File: src/rtl/pipeline_stall_ctrl.sv
// rtl/pipeline_stall_ctrl.sv - stall/flush scheduler for the 5-stage pipeline
// Optional performance counters are built when HAZ_PERF_CNT_EN is defined.
module pipeline_stall_ctrl #(
    parameter int MD_TIMEOUT = 64,
    parameter int CNT_W      = 32
) (
    input  logic             clk,
    input  logic             rst,
    input  logic             LoadE,
    input  logic [4:0]       RD_E,
    input  logic [4:0]       Rs1_D,
    input  logic [4:0]       Rs2_D,
    input  logic [1:0]       RS_used_D,
    input  logic             PCSrcE,
    input  logic             MdReqE,
    input  logic             md_done,
    input  logic             MemReqM,
    input  logic             MemReadyM,
    output logic             StallF,
    output logic             StallD,
    output logic             StallE,
    output logic             StallM,
    output logic             FlushD,
    output logic             FlushE,
    output logic             FlushM,
    output logic             FlushW,
    output logic             md_start,
    output logic             md_abort,
    output logic             md_err,
    output logic [CNT_W-1:0] stall_cycles,
    output logic [CNT_W-1:0] flush_count
);

    typedef enum logic [1:0] {
        RUN      = 2'd0,
        MD_WAIT  = 2'd1,
        MEM_WAIT = 2'd2
    } state_t;

    localparam logic [7:0] WD_LAST = 8'(MD_TIMEOUT - 1);

    state_t     state_q, state_d;
    logic [7:0] wd_q, wd_d;
    logic       md_err_q, md_err_d;

    logic mem_wait;
    logic lu;
    logic hold_mem;
    logic wd_expired;

    // Once in MEM_WAIT the wait lasts until MemReadyM, independent of MemReqM.
    always_comb begin
        mem_wait   = MemReqM & ~MemReadyM;
        lu         = LoadE & (RD_E != 5'd0) &
                     ((RS_used_D[0] & (RD_E == Rs1_D)) |
                      (RS_used_D[1] & (RD_E == Rs2_D)));
        hold_mem   = (state_q == MEM_WAIT) ? ~MemReadyM : mem_wait;
        wd_expired = (wd_q == WD_LAST);
    end

    always_ff @(posedge clk) begin
        if (rst) begin
            state_q  <= RUN;
            wd_q     <= 8'd0;
            md_err_q <= 1'b0;
        end else begin
            state_q  <= state_d;
            wd_q     <= wd_d;
            md_err_q <= md_err_d;
        end
    end

    always_comb begin
        state_d  = state_q;
        wd_d     = wd_q;
        md_err_d = md_err_q;
        case (state_q)
            RUN, MEM_WAIT: begin
                if (hold_mem) begin
                    state_d = MEM_WAIT;
                end else if (MdReqE) begin
                    state_d = MD_WAIT;
                    wd_d    = 8'd0;
                end else begin
                    state_d = RUN;
                end
            end
            MD_WAIT: begin
                if (md_done) begin
                    state_d = RUN;
                end else if (wd_expired) begin
                    state_d  = RUN;
                    md_err_d = 1'b1;
                end else begin
                    wd_d = wd_q + 8'd1;
                end
            end
            default: state_d = RUN;
        endcase
    end

    always_comb begin
        StallF   = 1'b0;
        StallD   = 1'b0;
        StallE   = 1'b0;
        StallM   = 1'b0;
        FlushD   = 1'b0;
        FlushE   = 1'b0;
        FlushM   = 1'b0;
        FlushW   = 1'b0;
        md_start = 1'b0;
        md_abort = 1'b0;
        if (!rst) begin
            case (state_q)
                RUN, MEM_WAIT: begin
                    if (hold_mem) begin
                        StallF = 1'b1;
                        StallD = 1'b1;
                        StallE = 1'b1;
                        StallM = 1'b1;
                        FlushW = 1'b1;
                    end else if (MdReqE) begin
                        md_start = 1'b1;
                        StallF   = 1'b1;
                        StallD   = 1'b1;
                        StallE   = 1'b1;
                        FlushM   = 1'b1;
                    end else if (PCSrcE) begin
                        FlushD = 1'b1;
                        FlushE = 1'b1;
                    end else if (lu) begin
                        StallF = 1'b1;
                        StallD = 1'b1;
                        FlushE = 1'b1;
                    end
                end
                MD_WAIT: begin
                    if (!md_done) begin
                        if (wd_expired) begin
                            md_abort = 1'b1;
                            FlushE   = 1'b1;
                        end else begin
                            StallF = 1'b1;
                            StallD = 1'b1;
                            StallE = 1'b1;
                            FlushM = 1'b1;
                        end
                    end
                end
                default: ;
            endcase
        end
    end

    assign md_err = md_err_q & ~rst;

`ifdef HAZ_PERF_CNT_EN
    logic [CNT_W-1:0] stall_cycles_q, stall_cycles_d;
    logic [CNT_W-1:0] flush_count_q, flush_count_d;

    always_comb begin
        stall_cycles_d = stall_cycles_q + CNT_W'(StallF);
        flush_count_d  = flush_count_q + CNT_W'(FlushD | FlushE);
    end

    always_ff @(posedge clk) begin
        if (rst) begin
            stall_cycles_q <= '0;
            flush_count_q  <= '0;
        end else begin
            stall_cycles_q <= stall_cycles_d;
            flush_count_q  <= flush_count_d;
        end
    end

    assign stall_cycles = rst ? '0 : stall_cycles_q;
    assign flush_count  = rst ? '0 : flush_count_q;
`else
    assign stall_cycles = '0;
    assign flush_count  = '0;
`endif

endmodule
File: config.mk
export PLATFORM = sky130hd
export DESIGN_NAME = pipeline_stall_ctrl
export DESIGN_NICKNAME = d
export VERILOG_FILES = /design/src/rtl/pipeline_stall_ctrl.sv
export SDC_FILE = /design/constraint.sdc
export NUM_CORES = 1
export LEC_CHECK = 0
export CAP_MARGIN = 20
export CORE_UTILIZATION = 30
export CTS_CLUSTER_DIAMETER = 40
export CTS_CLUSTER_SIZE = 25
export DETAILED_ROUTE_END_ITERATION = 8
export PLACE_DENSITY = 0.78
export SYNTH_ARGS = -nofsm -noshare
export SYNTH_HDL_FRONTEND = slang
export SYNTH_SLANG_ARGS = --single-unit
File: constraint.sdc
create_clock -name clk -period 2.3 [get_ports clk]
set_input_delay 0.46 -clock clk [delete_from_list [all_inputs] [get_ports clk]]
set_output_delay 0.46 -clock clk [all_outputs]
set_load 0.05 [all_outputs]
==> metrics.cfg <==
[run]
drv_cap = 0

[global_routing]
grt_max_degree = 12
antenna_found_initial = 0
grt_pass1_wl_um = 4220
grtUsageTotal_pct = 12.8
gr-total-overflow = 0
first_global_vias = 952

[cts]
cts_tree = yes
path_clk_slew_ns = 0.06
numClockSinks = 11
cts_inserted_buffers = 3
root_buffer = clkbuf_8
cts-hold-fix-buffers = 0
worstSkewPairLatency_ns = 0.25
clock_path_buffers = 2
ctsHtreeMaxLevel = 1

[floorplanning]
die_w_um = 67.1
rows = 23
die_h_um = 67.1
io_pins = 100
dieArea_mm2 = 0.00450
start_util_pct = 31.6
core_area_mm2 = 0.00403

[routing]
drc_errors = 0
finalWirelength_um = 2850
drtIter0Drc = 33
wl_per_cell_um = 10.7
viasPerCell = 4.11
num_vias = 1090
ant_nets = 0
firstDrtPassIters = 4

[placement]
gp_congestion = 0.794
post-place-ws_ns = -0.357
placed_area_mm2 = 0.00165
hpwlAfterDp_um = 2170
portBuffers = 35

[sta]
drv_slew = 0
period_minus_slack_ns = 2.29
rsz0062_at_grt = yes
worst_slack_ns = 0.00639
setup_violations = 0
timing.fmax_ghz = 0.436
whs_ns = 0.494
fin_skew_ns = 0.0101
post-route-period-util_pct = 99.7
hold_viol_final = 0

[final_layout]
finalNetCount = 242
fin_util_pct = 45.7
antenna_cells = 0
final_cell_mix = 64 x conb_1, 21 x buf_4, 10 x buf_12
drive_gt1_share_pct = 32.1
stdcell_area_mm2 = 0.00184
area_delta_synth_final_pct = 44.8
nFillCells = 398
final_common_cell = conb_1

[setup_path]
start_kind = primary input
crit_arrival_ns = 1.83
crit_slowest_cell = o31ai_4
cp_cell_sequence = clkdlybuf4s15_1 -> xor2_2 -> nor4_4 -> a32oi_4 -> o31ai_4 -> buf_12
reg2reg_depth = 10
cpPeakStageDelay_ns = 0.39
critPathCaptureType = output port
cp_max_fo = 2
crit_type = primary input to output port
cp.required_ns = 1.84

[synth]
syn_area_mm2 = 0.00127
yosys.area.top_type_share_pct = 39.6
synth_warnings = 0
synthTopCellsByArea = buf_4 40%, dfxtp_1 17%, xor2_1 5.5%
synth_top_area_cell = buf_4
synth_cell_type_count = 38
syn_inst = 161
synth.avg_cell_area_um2 = 7.90
ys_seq_area_share_pct = 17.3
ys_ff_latch = 11

[pwr]
pwr-share-clk_pct = 23.1
pwr-share-seq_pct = 23.4
switching_share_pct = 50.1
power_switching_w = 0.000431
p_leak_nw = 0.832
finalPower_w = 0.000860
combinationalPowerShare_pct = 53.5
ir_drop_mv = 0.204
p_per_area_mw_per_mm2 = 467
p_int_w = 0.000429

[worst_hold_path]
hold_path.class = flip-flop to flip-flop
whs_path_depth = 2

[run_status]
status = complete, no violations

layer usage:
metal | vias up | GRT usage (%) | wire length [um]
li1 | 522 | - | -
met1 | 490 | 13.1 | 976
met2 | 68 | 23.5 | 1520
met3 | 10 | 4.45 | 261
met4 | 0 | 4.79 | 95
met5 | - | 0 | 0
cell usage after synthesis, drive strengths merged:
| cell | number |
|---|---|
| nand2 | 6 |
| or3 | 2 |
| a21o | 1 |
| or3b | 1 |
| and3 | 1 |
| a41oi | 1 |
| o21ai | 4 |
| nor2b | 1 |
| nor3b | 1 |
| o211ai | 1 |
| xnor2 | 4 |
| o31ai | 4 |
| or4 | 3 |
| nor2 | 6 |
| a32oi | 1 |
| nand4b | 1 |
| nor3 | 2 |
| a21oi | 9 |
| or2 | 1 |
| inv | 5 |
| o21a | 1 |
| nand3b | 1 |
| a2111oi | 1 |
| buf | 68 |
| o21bai | 2 |
| clkbuf | 1 |
| nand3 | 4 |
| dfxtp | 11 |
| and2b | 1 |
| conb | 1 |
| nor4 | 4 |
| and2 | 1 |
| ha | 1 |
| nand4bb | 1 |
| xor2 | 8 |
path summary, 6_finish.rpt:
path / start / endpoint / slack (ns)
worst min register to register: wd_q[0] / wd_q[0] / 0.49
worst min-delay path: wd_q[0] / wd_q[0] / 0.49
worst max-delay path: Rs1_D[4] / StallD / 0.006
worst max register to register: wd_q[1] / wd_q[1] / 0.51
cell type report:
cell class / count / area (um2) / share of cell area [%]
Tap cell: 50 / 62.6 / 3.40
Clock buffer: 3 / 41.3 / 2.24
Timing Repair Buffer: 56 / 573 / 31.1
Clock inverter: 1 / 5.00 / 0.272
Inverter: 5 / 18.8 / 1.02
Multi-Input combinational cell: 139 / 917 / 49.8
Sequential cell: 11 / 223 / 12.1
through the flow:
step | cells | TNS [ns]
2_1_floorplan | 224 | -0.0896
3_3_place_gp | 254 | -0.922
3_5_place_dp | 254 | -1.04
4_1_cts | 265 | 0
5_1_grt | 265 | -0.112
6_report | 265 | 0
power by group through the flow:
stage,registers [W],clock network (W),logic [W]
after global routing,0.000202,0.000217,0.000481
after global placement,0.000204,0,0.000429
after CTS,0.000200,0.000203,0.000434
final,0.000201,0.000199,0.000461
after floorplan,0.000201,0,0.000407
after detailed placement,0.000204,0,0.000433
registers in the layout (all words and copies together) (netlist names):
signal	cells
md_err_q	1
wd_q	8
state_q	2
worst max-delay path, delay by kind of cell:
kind,cells,cell delay (ns)
AOI/OAI and AO/OA,2,0.50
buffers and inverters,2,0.39
and+or+nand+nor,1,0.27
xor gates and xnor gates,1,0.21
cell families after synthesis:
family | count (synthesis) | share of synthesized area, %
adders and majority gates | 1 | 0.984
AOI/OAI and AO/OA | 25 | 14.0
xor gates and xnor gates | 12 | 8.27
DFF | 11 | 17.3
buffers and inverters | 74 | 41.7
and+or+nand+nor | 37 | 17.4
other | 1 | 0.295
what timing repair did:
| action | 4_1_cts | 5_1_grt |
|---|---|---|
| setup buffers | 7 | 0 |
| endpoints found under the setup margin | 4 | 5 |
| gates resized for setup | 27 | 40 |
| pin swaps | 6 | 13 |
Note: power is estimated with default switching activity, not from simulation.
